===== config.mk =====
export PLATFORM = sky130hd
export DESIGN_NAME = mul_k_sched
export DESIGN_NICKNAME = d
export VERILOG_FILES = /design/src/rtl/mul_k_pkg.sv /design/src/rtl/mul_k_tag_pipe.sv /design/src/rtl/mul_k_sched.sv
export SDC_FILE = /design/constraint.sdc
export NUM_CORES = 1
export LEC_CHECK = 0
export ABC_AREA = 0
export BUFFER_PORTS_ARGS = -buffer_cell sky130_fd_sc_hd__buf_2
export CAP_MARGIN = 40
export CELL_PAD_IN_SITES_DETAIL_PLACEMENT = 1
export CELL_PAD_IN_SITES_GLOBAL_PLACEMENT = 2
export CORE_AREA = 2 2 142 144
export DETAILED_ROUTE_END_ITERATION = 7
export DIE_AREA = 0 0 144 146
export PLACE_DENSITY = 0.82
export SYNTH_ARGS = -nofsm -noshare
export SYNTH_HDL_FRONTEND = slang
export SYNTH_SLANG_ARGS = --single-unit

===== constraint.sdc =====
create_clock -name clk -period 1.05 [get_ports clk]
set_input_delay 0.21 -clock clk [delete_from_list [all_inputs] [get_ports clk]]
set_output_delay 0.21 -clock clk [all_outputs]
set_load 0.03 [all_outputs]

===== src/rtl/mul_k_pkg.sv =====
// Shared widths and tag type for the multiplier scheduler.
// Latency: n/a (types and constants only).
// Backpressure: n/a.
package mul_k_pkg;

    localparam int A_W  = 16;   // operand A width
    localparam int B_W  = 20;   // operand B (coefficient K) width
    localparam int P_W  = 30;   // product width returned to requesters
    localparam int ID_W = 3;    // requester index width (up to 8 requesters)

    // Per-operation tracking tag carried alongside the multiplier pipeline.
    typedef struct packed {
        logic            vld;
        logic [ID_W-1:0] id;
    } tag_t;

endpackage


===== src/rtl/mul_k_tag_pipe.sv =====
// Fixed-depth delay line for operation tags, tracking the multiplier pipeline.
// Latency: DEPTH edges from tag_i to tag_o.
// Backpressure: none; shifts on every edge, reset discards all tags.
module mul_k_tag_pipe
    import mul_k_pkg::*;
#(
    parameter int DEPTH = 4
) (
    input  logic clk,
    input  logic rst_n,
    input  tag_t tag_i,
    output tag_t tag_o,
    output logic any_vld_o
);

    tag_t stage_q [DEPTH];

    // Advance every tag one stage per edge; reset drops everything in flight.
    always_ff @(posedge clk or negedge rst_n) begin
        if (!rst_n) begin
            for (int i = 0; i < DEPTH; i++) begin
                stage_q[i] <= '0;
            end
        end else begin
            stage_q[0] <= tag_i;
            for (int i = 1; i < DEPTH; i++) begin
                stage_q[i] <= stage_q[i-1];
            end
        end
    end

    // Any occupied stage means an accepted operation is still outstanding.
    always_comb begin
        any_vld_o = 1'b0;
        for (int i = 0; i < DEPTH; i++) begin
            any_vld_o = any_vld_o | stage_q[i].vld;
        end
    end

    assign tag_o = stage_q[DEPTH-1];

endmodule


===== src/rtl/mul_k_sched.sv =====
// Arbitrates N_REQ requesters onto one external pipelined 16x20 multiplier.
// Latency: result returned after edge E0+MUL_LAT+1 for acceptance at edge E0.
// Backpressure: never stalls; req_ready is the only flow control, no result backpressure.
// Optional MUL_K_SCHED_RR_EN selects round-robin arbitration (default: fixed priority, index 0 highest).
module mul_k_sched
    import mul_k_pkg::*;
#(
    parameter int N_REQ   = 4,
    parameter int MUL_LAT = 3
) (
    input  logic                   clk,
    input  logic                   rst_n,
    input  logic                   sched_en,
    input  logic [N_REQ-1:0]       req_valid,
    input  logic [N_REQ*A_W-1:0]   req_a,
    input  logic [N_REQ*B_W-1:0]   req_b,
    output logic [N_REQ-1:0]       req_ready,
    output logic [A_W-1:0]         mul_a,
    output logic [B_W-1:0]         mul_b,
    input  logic [P_W-1:0]         mul_p,
    output logic                   rsp_valid,
    output logic [ID_W-1:0]        rsp_id,
    output logic [P_W-1:0]         rsp_p,
    output logic                   busy
);

    logic [ID_W-1:0] grant_idx;
    logic            grant_found;
    logic            accept;
    logic [A_W-1:0]  sel_a;
    logic [B_W-1:0]  sel_b;
    logic [A_W-1:0]  mul_a_q;
    logic [B_W-1:0]  mul_b_q;
    logic            rsp_valid_q;
    logic [ID_W-1:0] rsp_id_q;
    logic [P_W-1:0]  rsp_p_q;
    tag_t            tag_in;
    tag_t            tag_out;
    logic            pipe_busy;

`ifdef MUL_K_SCHED_RR_EN
    logic [ID_W-1:0] ptr_q;
    logic [ID_W-1:0] ptr_d;
    logic [ID_W-1:0] hi_idx;
    logic            hi_found;
    logic [ID_W-1:0] lo_idx;
    logic            lo_found;

    // Round-robin: first requester at or above the pointer, else wrap to the lowest one.
    always_comb begin
        hi_idx   = '0;
        hi_found = 1'b0;
        lo_idx   = '0;
        lo_found = 1'b0;
        for (int i = 0; i < N_REQ; i++) begin
            if (req_valid[i] && !lo_found) begin
                lo_idx   = ID_W'(i);
                lo_found = 1'b1;
            end
            if (req_valid[i] && !hi_found && (ID_W'(i) >= ptr_q)) begin
                hi_idx   = ID_W'(i);
                hi_found = 1'b1;
            end
        end
        grant_found = lo_found;
        grant_idx   = hi_found ? hi_idx : lo_idx;
        ptr_d       = (grant_idx == ID_W'(N_REQ - 1)) ? '0 : grant_idx + ID_W'(1);
    end

    // Pointer moves past the winner only when a grant is actually taken.
    always_ff @(posedge clk or negedge rst_n) begin
        if (!rst_n) begin
            ptr_q <= '0;
        end else if (accept) begin
            ptr_q <= ptr_d;
        end
    end
`else
    // Fixed priority: lowest-numbered valid requester wins.
    always_comb begin
        grant_idx   = '0;
        grant_found = 1'b0;
        for (int i = 0; i < N_REQ; i++) begin
            if (req_valid[i] && !grant_found) begin
                grant_idx   = ID_W'(i);
                grant_found = 1'b1;
            end
        end
    end
`endif

    // Every valid winner is accepted immediately unless scheduling is disabled or in reset.
    assign accept = grant_found & sched_en & rst_n;

    // One-hot ready towards the winner and operand selection for the multiplier.
    always_comb begin
        req_ready = '0;
        sel_a     = '0;
        sel_b     = '0;
        for (int i = 0; i < N_REQ; i++) begin
            if (grant_idx == ID_W'(i)) begin
                req_ready[i] = accept;
                sel_a        = req_a[i*A_W +: A_W];
                sel_b        = req_b[i*B_W +: B_W];
            end
        end
    end

    // Operand registers: load on acceptance, otherwise hold the last operation's values.
    always_ff @(posedge clk or negedge rst_n) begin
        if (!rst_n) begin
            mul_a_q <= '0;
            mul_b_q <= '0;
        end else if (accept) begin
            mul_a_q <= sel_a;
            mul_b_q <= sel_b;
        end
    end

    assign tag_in.vld = accept;
    assign tag_in.id  = accept ? grant_idx : '0;

    // One extra stage beyond the multiplier depth aligns the tag with mul_p for capture.
    mul_k_tag_pipe #(
        .DEPTH (MUL_LAT + 1)
    ) u_tag_pipe (
        .clk       (clk),
        .rst_n     (rst_n),
        .tag_i     (tag_in),
        .tag_o     (tag_out),
        .any_vld_o (pipe_busy)
    );

    // Result register: capture the product only for a tracked operation, zero otherwise.
    always_ff @(posedge clk or negedge rst_n) begin
        if (!rst_n) begin
            rsp_valid_q <= 1'b0;
            rsp_id_q    <= '0;
            rsp_p_q     <= '0;
        end else begin
            rsp_valid_q <= tag_out.vld;
            rsp_id_q    <= tag_out.vld ? tag_out.id : '0;
            rsp_p_q     <= tag_out.vld ? mul_p : '0;
        end
    end

    assign mul_a     = mul_a_q;
    assign mul_b     = mul_b_q;
    assign rsp_valid = rsp_valid_q;
    assign rsp_id    = rsp_id_q;
    assign rsp_p     = rsp_p_q;
    assign busy      = pipe_busy | rsp_valid_q;

endmodule


==> Yosys cells after proc, flatten, opt, wreduce, memory -nomap -nowiden <==
Cells that the tools add are included.
{ "word_totals": {"out_inout_bits": 75, "romBits": 0, "reg_bits": 86, "ram_bits": 0, "latchBits": 0, "in_bits": 181, "word_cells": 51, "mem_count": 0} }
{ "op_classes": {"mul": 0, "reduce_logical": 7, "addsub": 0, "shifts": 0, "eq_ne": 3, "bitwise": 6, "order_cmp": 0, "mux": 22, "div_mod_pow": 0} }
{ "op_table": {"columns": ["cell", "n"], "rows": [
  ["$mux W20", 4],
  ["$mux W16", 4],
  ["$mux W30", 1],
  ["$mux W1", 9],
  ["$mux W3", 3],
  ["$eq A3 B2 Y1 const B", 2],
  ["$or A1 B1 Y1", 4],
  ["$eq A3 B1 Y1 const B", 1],
  ["$logic_and A1 B1 Y1", 3],
  ["$logic_not A1 Y1", 3],
  ["$logic_not A3 Y1", 1],
  ["$and A1 B1 Y1", 2],
  ["$mux W2", 1]
]} }

==> Longest topological paths before layout <==
{ "logic_depth": {"ltp_word": 15, "ltp_mapped": 7, "depth_no_buf": 4} }

==> By module <==
A second synthesis with hierarchy kept.
{ "hier_totals": {"hier_cells": 399, "hier_area_um2": 4530.6} }
{ "by_module_without_submodules": {"columns": ["mod", "area_each_um2", "cells_per_inst", "n_inst", "seq_area_each_um2"], "rows": [
  ["mul_k_sched", 4092.7, 378, 1, 1751.7],
  ["mul_k_tag_pipe", 437.9, 21, 1, 400.4]
]} }

==> Worst setup path before layout <==
OpenSTA, ideal clock, no wires.
{ "synth_timing": {"kind": "input-to-reg", "start": "input req_valid[1]", "end": "register u_tag_pipe.stage_q[12] in the netlist's numbering", "t_required_ns": 0.983, "n_path_buf": 2, "path_stages": 5, "arrival_ns": 1.290, "setup_slack_ns": -0.307, "setup_time_ns": 0.067, "cell_sequence": "buf_4 > nor2b_1 > buf_4 > nor2b_1 > or2_1"} }
{ "synth_rtl": {"columns": ["item", "line", "text"], "rows": [
  ["start, declared", "mul_k_sched.sv:14", "input logic [N_REQ-1:0] req_valid,"],
  ["end signal, assigned by index", "mul_k_tag_pipe.sv:27", "stage_q[i] <= stage_q[i-1];"],
  ["end, declared", "mul_k_tag_pipe.sv:16", "tag_t stage_q [DEPTH];"]
]} }

==> Worst setup path after layout <==
{ "layout_timing": {"start": "register u_tag_pipe.stage_q[15] in the netlist's numbering", "end": "output busy"} }
{ "layout_via": {"elab_chain_len": 4} }
{ "layout_rtl": {"columns": ["item", "line", "text"], "rows": [
  ["$or A1 B1 Y1 (3 in a row)", "mul_k_tag_pipe.sv:36", "any_vld_o = any_vld_o | stage_q[i].vld;"],
  ["$or A1 B1 Y1", "mul_k_sched.sv:152", "assign busy = pipe_busy | rsp_valid_q;"],
  ["end, declared", "mul_k_sched.sv:24", "output logic busy"]
]} }
Every way passes these cells.

==> metrics.md <==
| Metric | Value |
|---|---|
| Status | `finished, violations left` |
| Failing checks | `setup timing` |
| Last element of the critical path | `busy` |
| Number of placement rows | `just over 50` |
| # Max-Cap Violations | `0` |
| Maximum fanout count along the critical path | `2` |
| Syn_area_per_cell | `11.20 um^2` |
| Post-DP HPWL | `13.00 mm` |
| Last weighted congestion value of the routability-driven placer | `0.7794` |
| Register bit total from synthesis | `81` |
| Area enclosed by the die boundary | `21,020 um^2` |
| Post-layout min period | `between 1 and 1.5 ns` |
| Cells along the critical path | `nor3_2, nand2_1, buf_6` |
| Tightest Pin Transition | `0.5220 ns` |
| Overflow left after global routing | `0` |
| Setup repair after global routing missed its margin | `true` |
| First-pass iteration count of the detailed router | `4` |
| Yosys warnings | `0` |
| Compound-gate portion of the synthesized area | `35.90%` |
| Final Total Pwr | `between 10 and 15 mW` |
| Final Max Tran Viols | `0` |
| Global-route usage over all layers | `about 17%` |
| CTS tree | `built` |
| Final Net Count | `roughly 900` |
| DRT iter0 DRCs | `90` |
| Drt wl/cell | `19.78 um` |
| Non-Filler Cell Area, Final | `7819 um^2` |
| Depth of the worst register-to-register path | `4` |
| Total count of hold-check failures in the final report | `0` |
| Antenna violations before repair | `0` |
| Power density cells | `1385 nW/um^2` |
| CTS clock-pin slew for the worst setup and hold paths | `0.07 ns` |
| Clk Latency, worst-skew pair | `0.35 ns` |
| Top cell type by total area after synthesis | `sky130_fd_sc_hd__dfrtp_1` |
| Path type of the worst setup path | `flop to output port` |
| Buffer levels on the longest clock path | `2` |
| Number of I/O pins | `256` |
| Top library cells by usage in the layout, fill and taps aside | `sky130_fd_sc_hd__buf_2, sky130_fd_sc_hd__buf_6, sky130_fd_sc_hd__dfrtp_1` |
| Worst rel slew slack | `between 60% and 70%` |
| Largest cells by area after synthesis | `sky130_fd_sc_hd__dfrtp_1, sky130_fd_sc_hd__a221oi_2, sky130_fd_sc_hd__a21oi_1, sky130_fd_sc_hd__o31ai_2, sky130_fd_sc_hd__a22oi_1` |
| Share of layout cells above drive strength 1 | `65.81%` |
| Xor/xnor cell area share of the yosys netlist | `0%` |
| Initial core utilization | `between 20% and 30%` |
| Distinct cell type count of the synthesized netlist | `28` |
| Pre-CTS setup slack | `-0.4318 ns` |
| Flop2flop setup slack | `0.03 ns` |
| DRC | `0` |
| Area Growth Syn to Fin | `78.49%` |
| Root buffer cell | `sky130_fd_sc_hd__clkbuf_16` |
| Floorplan die height | `around 150 um` |
| Number of vias after detailed routing | `4,498` |
| Instance count after placement with tap cells included | `898` |
| Mux cell area share after synthesis | `0%` |
| Vias per cell | `4.651` |
| Antenna cells | `0` |
| First-pass GRT wire length | `~28 mm` |
| Final antenna-violating net count | `0` |
| Pin count of the biggest net entering global routing | `67` |
| Worst path slowest cell | `sky130_fd_sc_hd__dfrtp_1` |
| Synth Cell Area | `4380 um^2` |
| Dominant combinational cell family by area after synthesis | `compound AO/OA/AOI/OAI gates` |
| Type of element launching the critical path | `flop` |
| Worst reg2reg path endpoint | `mul_a[0]$_DFFE_PN0P_` |
| CP Capture Type | `output port` |
| Achievable frequency | `731.2 MHz` |
| Sequential fraction of the synthesis area | `46.27%` |
| Total routed wirelength | `around 19 mm` |
| Clock Skew | `0.005638 ns` |
| Number of buffers created by CTS | `9` |
| Worst path arrival time | `1.16 ns` |
| Horizontal die dimension | `144 um` |
| Most common cell after layout, fill and taps aside | `sky130_fd_sc_hd__buf_2` |
| Top-area cell type share of the netlist area | `46.27%` |
| Synth Area in Adders | `0%` |
| Layout Cells excl Fill | `967` |
| Required time worst endpoint | `0.84 ns` |
| Clock net sink count | `81` |
| IO Port Bufs | `254` |
| IR Drop Worst-Case VDD | `approximately 0.00059 V` |
| Post-detailed-placement cell area | `6108 um^2` |
| Crit path largest cell delay | `0.39 ns` |
| Vias in the first global route | `4,861` |
| Number of standard cells after synthesis | `391` |
| Simple-gate area share of the yosys netlist | `11.80%` |
| Synthesized netlist net count | `572` |
| Critical register-to-register path startpoint | `mul_a[0]$_DFFE_PN0P_` |
| Crit share post-route | `130.3%` |
| Setup WS post-layout | `-0.3177 ns` |
| Core Box Area | `19,330 um^2` |
| Critical path launch point | `u_tag_pipe.stage_q[15]$_DFF_PN0_` |
| Setup-violating endpoint count in the final report | `111` |
| Leakage power | `3.596 nW` |
| CTS HTree Levels | `3` |
| Hold Crit Class | `primary input to flop` |
==> cells in the mapped netlist, drive strengths merged <==
| master | n |
|---|---|
| nand2 | 3 |
| clkbuf | 13 |
| or2 | 3 |
| o31ai | 37 |
| a22oi | 36 |
| and3 | 1 |
| nand2b | 37 |
| dfrtp | 81 |
| inv | 1 |
| nor2 | 2 |
| nor3 | 2 |
| a221oi | 36 |
| and2 | 33 |
| buf | 30 |
| conb | 1 |
| nor2b | 2 |
| a21oi | 72 |
| nand3 | 1 |
==> flip-flops by register name, summed over array words and instances, names as in the netlist <==
| name | flops |
|---|---|
| rsp_p | 30 |
| mul_b | 20 |
| mul_a | 16 |
| u_tag_pipe.stage_q | 9 |
| u_tag_pipe.tag_o | 3 |
| rsp_id | 2 |
| rsp_valid | 1 |
==> logic make-up after synthesis <==
group                  Yosys count
AO/OA/AOI/OAI                  181
AND/OR/NAND/NOR                 84
flip-flops                      81
buffers and inverters           44
other                            1
==> layout make-up <==
class / instances / area [um^2]
inverter: 1 / 3.754
clock inverter: 7 / 107.6
timing repair buffer: 338 / 2703
clock buffer: 9 / 225.2
sequential: 81 / 2027
fill: 2170 / 11520
multi-input combinational: 266 / 2421
tap: 265 / 331.6
==> worst min path at each step <==
stage,start,end,slack (ns),depth (start not counted)
after floorplan,rst_n,mul_a[0]$_DFFE_PN0P_,-0.09,0
after global placement,rst_n,mul_a[10]$_DFFE_PN0P_,0.20,2
after global routing,mul_p[1],rsp_p[1]$_DFF_PN0_,0.07,2
after detailed placement,rst_n,mul_a[10]$_DFFE_PN0P_,0.20,2
after CTS,mul_p[22],rsp_p[22]$_DFF_PN0_,0.06,2
final,mul_p[10],rsp_p[10]$_DFF_PN0_,0.07,2
==> through the flow <==
step                      hold slack [ns]  setup TNS (ns)  utilization (%)
after floorplan                  -0.08559          -5.505                -
after global placement             0.2006          -29.55            31.45
after detailed placement           0.1953          -16.07            31.59
after CTS                         0.06037          -8.538            37.81
after global routing              0.06593          -13.05            40.44
final                             0.07302          -8.478            40.44
==> routing by layer <==
metal	track usage (%)	up-vias	routed length, um
li1	-	2092	-
met2	30.52	187	9736
met1	20.75	2201	7820
met3	4.376	18	1295
met5	0	-	0
met4	3.922	0	272
==> where the power goes <==
| part | switching [mW] | total, mW | internal [mW] |
|---|---|---|---|
| Clock | 1.45 | 3.59 | 2.13 |
| Combinational | 1.80 | 3.60 | 1.80 |
| Sequential | 0.224 | 3.64 | 3.42 |
| Total | 3.48 | 10.8 | 7.35 |
==> critical path, delay by kind of cell (launching register included) <==
family                 cells  cell delay, ns
DFF                        1            0.39
and+or+nand+nor            2            0.27
buffers and inverters      1            0.15
==> timing repair <==
action / 4_1_cts / 5_1_grt
hold endpoints to repair: 15 / 0
pin swaps: 5 / 4
gates resized for setup: 179 / 49
gates cloned: 2 / 4
hold buffers: 2 / 0
setup endpoints to repair: 101 / 210
setup buffers: 24 / 25
(Power assumes the default switching activity.)
